### config.mk
export PLATFORM = sky130hd
export DESIGN_NAME = zerosoc_uart_rx
export DESIGN_NICKNAME = d
export VERILOG_FILES = /design/src/rtl/zerosoc_uart_pkg.sv /design/src/rtl/zerosoc_uart_rx_baud_tick.sv /design/src/rtl/zerosoc_uart_rx.sv
export SDC_FILE = /design/constraint.sdc
export NUM_CORES = 1
export LEC_CHECK = 0
export ABC_AREA = 1
export CAP_MARGIN = 0
export CORE_MARGIN = 2
export CORE_UTILIZATION = 35
export DETAILED_ROUTE_END_ITERATION = 7
export PLACE_DENSITY_LB_ADDON = 0.05
export SLEW_MARGIN = 20
export SYNTH_ARGS = -nofsm -noshare
export SYNTH_HDL_FRONTEND = slang
export SYNTH_SLANG_ARGS = --single-unit
### constraint.sdc
create_clock -name clk_i -period 2.2 [get_ports clk_i]
set_input_delay 0.33 -clock clk_i [delete_from_list [all_inputs] [get_ports clk_i]]
set_output_delay 0.33 -clock clk_i [all_outputs]
set_load 0.05 [all_outputs]
### src/rtl/zerosoc_uart_pkg.sv
// Shared types and constants for the zerosoc UART receiver.
// The parity helper is only referenced when UART_RX_PARITY_EN is defined.
package zerosoc_uart_pkg;

    localparam int unsigned OVERSAMPLE = 16;
    localparam int unsigned SAMPLE_MID = 7;
    localparam int unsigned DATA_BITS  = 8;
    localparam int unsigned IDX_W      = 4;

    typedef enum logic [2:0] {
        RX_IDLE   = 3'd0,
        RX_START  = 3'd1,
        RX_DATA   = 3'd2,
        RX_PARITY = 3'd3,
        RX_STOP   = 3'd4
    } rx_state_e;

    // Expected parity bit: even sense gives XOR of data, odd sense inverts it.
    function automatic logic parity_calc(input logic [7:0] data, input logic odd);
        return (^data) ^ odd;
    endfunction

endpackage

### src/rtl/zerosoc_uart_rx_baud_tick.sv
// Oversample tick generator: down-counter reloaded from the divisor plus a
// free-running 4-bit tick index; both are held at zero while clr_i is high.
module uart_rx_baud_tick
    import zerosoc_uart_pkg::*;
#(
    parameter int DIV_W = 16
) (
    input  logic             clk_i,
    input  logic             rst_ni,
    input  logic             clr_i,
    input  logic [DIV_W-1:0] div_i,
    output logic             tick_o,
    output logic [IDX_W-1:0] idx_o
);

    logic [DIV_W-1:0] r_cnt;
    logic [IDX_W-1:0] r_idx;
    logic             w_tick;

    // First tick fires on the first cycle after clr_i drops, with index 0.
    assign w_tick = !clr_i && (r_cnt == {DIV_W{1'b0}});
    assign tick_o = w_tick;
    assign idx_o  = r_idx;

    // Divisor counter and tick index.
    always_ff @(posedge clk_i or negedge rst_ni) begin
        if (!rst_ni) begin
            r_cnt <= {DIV_W{1'b0}};
            r_idx <= {IDX_W{1'b0}};
        end else if (clr_i) begin
            r_cnt <= {DIV_W{1'b0}};
            r_idx <= {IDX_W{1'b0}};
        end else if (w_tick) begin
            r_cnt <= div_i;
            r_idx <= r_idx + 4'd1;
        end else begin
            r_cnt <= r_cnt - {{(DIV_W-1){1'b0}}, 1'b1};
        end
    end

endmodule

### src/rtl/zerosoc_uart_rx.sv
// UART byte receiver, 16x oversampled, valid/ready output with overrun detection.
// Optional parity bit enabled by defining UART_RX_PARITY_EN (default build is 8N1).
module zerosoc_uart_rx
    import zerosoc_uart_pkg::*;
#(
    parameter int DIV_W = 16
) (
    input  logic             clk_i,
    input  logic             rst_ni,
    input  logic             enable_i,
    input  logic [DIV_W-1:0] baud_div_i,
    input  logic             parity_odd_i,
    input  logic             rx_i,
    output logic [7:0]       rx_data_o,
    output logic             rx_valid_o,
    input  logic             rx_ready_i,
    output logic             frame_err_o,
    output logic             parity_err_o,
    output logic             overrun_o
);

    localparam logic [IDX_W-1:0] MID_IDX  = IDX_W'(SAMPLE_MID);
    localparam logic [2:0]       LAST_BIT = 3'(DATA_BITS - 1);

    rx_state_e        r_state;
    logic             r_rx_meta;
    logic             r_rx_s;
    logic             r_rx_prev;
    logic [2:0]       r_bit_cnt;
    logic [7:0]       r_shift;
    logic [7:0]       r_data;
    logic             r_valid;
    logic             r_ferr;
    logic             r_perr;
    logic             r_ovr;
    logic             w_tick;
    logic [IDX_W-1:0] w_idx;
    logic             w_mid;
    logic             w_fall;
    logic             w_par_fail;

`ifdef UART_RX_PARITY_EN
    logic             r_par_err;
    assign w_par_fail = r_par_err;
`else
    logic             w_unused_par;
    assign w_unused_par = parity_odd_i;
    assign w_par_fail   = 1'b0;
`endif

    uart_rx_baud_tick #(.DIV_W(DIV_W)) u_tick (
        .clk_i  (clk_i),
        .rst_ni (rst_ni),
        .clr_i  (r_state == RX_IDLE),
        .div_i  (baud_div_i),
        .tick_o (w_tick),
        .idx_o  (w_idx)
    );

    assign w_mid  = w_tick && (w_idx == MID_IDX);
    assign w_fall = !r_rx_s && r_rx_prev;

    assign rx_data_o    = r_data;
    assign rx_valid_o   = r_valid;
    assign frame_err_o  = r_ferr;
    assign parity_err_o = r_perr;
    assign overrun_o    = r_ovr;

    // Two-flop synchronizer plus one delayed copy for falling-edge detection.
    always_ff @(posedge clk_i or negedge rst_ni) begin
        if (!rst_ni) begin
            r_rx_meta <= 1'b1;
            r_rx_s    <= 1'b1;
            r_rx_prev <= 1'b1;
        end else begin
            r_rx_meta <= rx_i;
            r_rx_s    <= r_rx_meta;
            r_rx_prev <= r_rx_s;
        end
    end

    // Frame FSM, shift register, holding register and error pulses.
    always_ff @(posedge clk_i or negedge rst_ni) begin
        if (!rst_ni) begin
            r_state   <= RX_IDLE;
            r_bit_cnt <= 3'd0;
            r_shift   <= 8'h00;
            r_data    <= 8'h00;
            r_valid   <= 1'b0;
            r_ferr    <= 1'b0;
            r_perr    <= 1'b0;
            r_ovr     <= 1'b0;
`ifdef UART_RX_PARITY_EN
            r_par_err <= 1'b0;
`endif
        end else begin
            r_ferr <= 1'b0;
            r_perr <= 1'b0;
            r_ovr  <= 1'b0;
            if (r_valid && rx_ready_i) begin
                r_valid <= 1'b0;
            end
            if (!enable_i) begin
                r_state <= RX_IDLE;
            end else begin
                case (r_state)
                    RX_IDLE: begin
                        if (w_fall) begin
                            r_state <= RX_START;
                        end
                    end
                    RX_START: begin
                        r_bit_cnt <= 3'd0;
`ifdef UART_RX_PARITY_EN
                        r_par_err <= 1'b0;
`endif
                        if (w_mid) begin
                            r_state <= r_rx_s ? RX_IDLE : RX_DATA;
                        end
                    end
                    RX_DATA: begin
                        if (w_mid) begin
                            r_shift   <= {r_rx_s, r_shift[7:1]};
                            r_bit_cnt <= r_bit_cnt + 3'd1;
                            if (r_bit_cnt == LAST_BIT) begin
`ifdef UART_RX_PARITY_EN
                                r_state <= RX_PARITY;
`else
                                r_state <= RX_STOP;
`endif
                            end
                        end
                    end
`ifdef UART_RX_PARITY_EN
                    RX_PARITY: begin
                        if (w_mid) begin
                            r_par_err <= (r_rx_s != parity_calc(r_shift, parity_odd_i));
                            r_state   <= RX_STOP;
                        end
                    end
`endif
                    RX_STOP: begin
                        if (w_mid) begin
                            r_state <= RX_IDLE;
                            // A new byte while one is still held is dropped, not overwritten.
                            if (!r_rx_s) begin
                                r_ferr <= 1'b1;
                            end else if (w_par_fail) begin
                                r_perr <= 1'b1;
                            end else if (r_valid && !rx_ready_i) begin
                                r_ovr <= 1'b1;
                            end else begin
                                r_data  <= r_shift;
                                r_valid <= 1'b1;
                            end
                        end
                    end
                    default: begin
                        r_state <= RX_IDLE;
                    end
                endcase
            end
        end
    end

endmodule

==> impl_metrics.yaml <==
worst_setup_path:
  cp_num_buf_inv: 3
  worst_ep_required_time_ns: 2.46
  path_cells: "inv_1, ha_1, inv_1, nor2_1, nand2_1, nor2_4, nand2_1, nor2_4, nand4_4, nand2_1, nand2_1, inv_1"
  arrival_ns: 2.15
  end_kind: "flip-flop"
  crit_path_max_fanout: 8
  critical_path.slowest_cell: "dfrtp_1"
  crit_type: "flip-flop to flip-flop"
  critPathLaunchType: "flip-flop"
  cp_common_cell: "nand2_1"
  cp_slowest_stage_delay_ns: 0.38
  critPathTopFamily: "simple AND/OR/NAND/NOR gates"
finish:
  area_delta_synth_final_pct: 22.07
  final_cell_mix: "nand2_1 (77), inv_1 (54), dfrtp_1 (45), clkdlybuf4s50_1 (30), o21ai_0 (23)"
  num_antenna_cells: 0
  drive_above_1_share: 0.1222
  layout.nets: 386
  final_common_cell: "nand2_1"
global_route:
  grt_pass1_vias: 1988
  antenna_found_initial: 0
  grt_max_degree: 27
  overflow: 0
  grt_use_total: 0.1500
  grt_pass1_wl_um: 9756
route:
  drtAntennaViolNets: 0
  dr_wl_met2_um: 2580
  vias: 2076
  first_iter_violations: 74
  vias_per_cell: 4.523
  dr_wl_met3_um: 174
  top_layer_used: "met4"
  first_pass_iters: 4
  post-route-drc-count: 0
  wl_met1_um: 2773
  drt_wl_total_um: 5598
  wl_per_cell_um: 12.20
clock_tree:
  clockBufferDepth: 2
  cts_buffers: 5
  cts_tree: "done"
  post_cts_resized: 0
  postCtsHoldBufs: 0
  cts_setup_buffers: 0
  cts_max_level: 2
  root_buffer: "clkbuf_8"
  clock_latency_ns: 0.31
  clock_sinks: 48
  clk_pin_slew_ns: 0.09
sta:
  finalSetupViolCount: 0
  worst_pin_slew_ns: 0.5713
  max_freq_mhz: 528.6
  finalWorstPathRequiredPeriod_ns: 1.892
  grt_setup_unrepaired: "false"
  final.period_utilization: 0.8598
  relSlewSlack: 0.6191
  fin_tns_setup_ns: 0
  whs_ns: 0.007023
  slew_violations: 0
  final.setup_skew_ns: 0.006953
  hold_viol_final: 0
pwr:
  p_leak_nw: 1.575
  power_density_nw_per_um2: 1081
  power.total_w: 0.003397
  peakVddDrop_v: 0.0003923
logic_synthesis:
  synth_cell_types: 33
  synth_fp_nets: 348
  synth_warnings: 0
  synth_cells: 321
  synth_area_um2: 2574
  ys_seq_area_frac: 0.4682
  ys_ff_latch: 48
  syn_avg_cell_area_um2: 8.018
placed_design:
  hpwl_um: 4249
  gp_congestion: 0.8342
  port_buffers: 31
job:
  cap_viol_max_count: 0
die:
  io_pins: 34
  die_h_um: 89.75
  start_util: 0.3587
  die_area_um2: 8055
  coreArea_um2: 7176
  rows: 31
  dieWidth_um: 89.75
status:
  status: "finished clean"
hold_path:
  min_path_type: "input pin to async pin"
## state kept, by name, indices dropped and copies added (netlist names)
signal,flops
r_rx_meta,1
r_rx_s,1
frame_err_o,1
rx_data_o,8
rx_valid_o,1
r_bit_cnt,3
r_shift,8
r_rx_prev,1
u_tick.idx_o,4
u_tick.r_cnt,16
overrun_o,1
r_state,3
## area by class of cell
cell class,instances,area (um2)
Fill cell,722,4034
Inverter,56,210.2
Clock inverter,3,47.55
Sequential cell,48,1205
Timing Repair Buffer,37,362.8
Multi-Input combinational cell,211,1124
Tap cell,99,123.9
Clock buffer,5,68.82
## metal layers
| metal | vias up | track usage |
|---|---|---|
| met5 | - | 0 |
| met4 | 0 | 0.04231 |
| met3 | 6 | 0.03185 |
| met2 | 32 | 0.2380 |
| met1 | 953 | 0.2087 |
| li1 | 1085 | - |
## Yosys cell counts
cell type	number	share of area
a21oi_1	11	0.021
a22o_1	2	0.0068
a31oi_1	2	0.0049
buf_2	1	0.0019
buf_4	1	0.0029
buf_6	1	0.0044
clkbuf_1	3	0.0044
conb_1	1	0.0015
dfrtp_1	45	0.44
dfstp_2	3	0.031
ha_1	5	0.024
inv_1	54	0.079
inv_2	2	0.0029
nand2_1	77	0.11
nand2_2	4	0.0097
nand2_4	1	0.0044
nand3_1	14	0.027
nand3_4	1	0.0068
nand3b_1	1	0.0029
nand4_1	11	0.027
nand4_4	1	0.0083
nor2_1	20	0.029
nor2_2	9	0.022
nor2_4	3	0.013
nor2_8	1	0.0078
nor3_1	3	0.0058
nor3_2	1	0.0039
o21ai_0	24	0.047
o21ai_1	8	0.016
o21ai_2	1	0.0034
or2_2	2	0.0049
xnor2_1	3	0.010
xor2_1	5	0.017
## worst paths after layout
kind / from / end / slack, ns / cells after the start
max reg2reg: u_tick.r_cnt[0]$_DFF_PN0_ / rx_data_o[4]$_DFFE_PN0P_ / 0.31 / 12
max: u_tick.r_cnt[0]$_DFF_PN0_ / rx_data_o[4]$_DFFE_PN0P_ / 0.31 / 12
max in group asynchronous: rst_ni / u_tick.r_cnt[12]$_DFF_PN0_ / 1.65 / 2
min: rst_ni / u_tick.r_cnt[2]$_DFF_PN0_ / 0.007 / 1
min reg2reg: r_rx_meta$_DFF_PN1_ / r_rx_s$_DFF_PN1_ / 0.36 / 0
min in group clk_i: r_rx_meta$_DFF_PN1_ / r_rx_s$_DFF_PN1_ / 0.36 / 0
## power by group
group / internal, W / switching (W) / leakage (nW)
Sequential: 0.00103 / 0.000129 / 0.566
Clock: 0.000343 / 0.000324 / 0.0583
Combinational: 0.000553 / 0.00101 / 0.951
## through the flow
| stage | cells | utilization | area, um2 | setup WS, ns |
|---|---|---|---|---|
| after floorplan | 321 | - | 2574 | 0.5296 |
| after global placement | 451 | 0.4216 | 3025 | 0.3101 |
| after detailed placement | 451 | 0.4216 | 3025 | 0.3135 |
| after CTS | 459 | 0.4378 | 3142 | 0.2823 |
| after global routing | 459 | 0.4378 | 3142 | 0.06921 |
| final | 459 | 0.4378 | 3142 | 0.3084 |
## cell families after synthesis
kind of cell,count (synthesis),synth area share
and+or+nand+nor,149,0.2849
buffers and inverters,62,0.09528
AOI/OAI and AO/OA,48,0.09869
DFF,48,0.4682
xor gates and xnor gates,8,0.02723
adders and majority gates,5,0.02431
other,1,0.001457
Power figures use the tool's default switching activity.
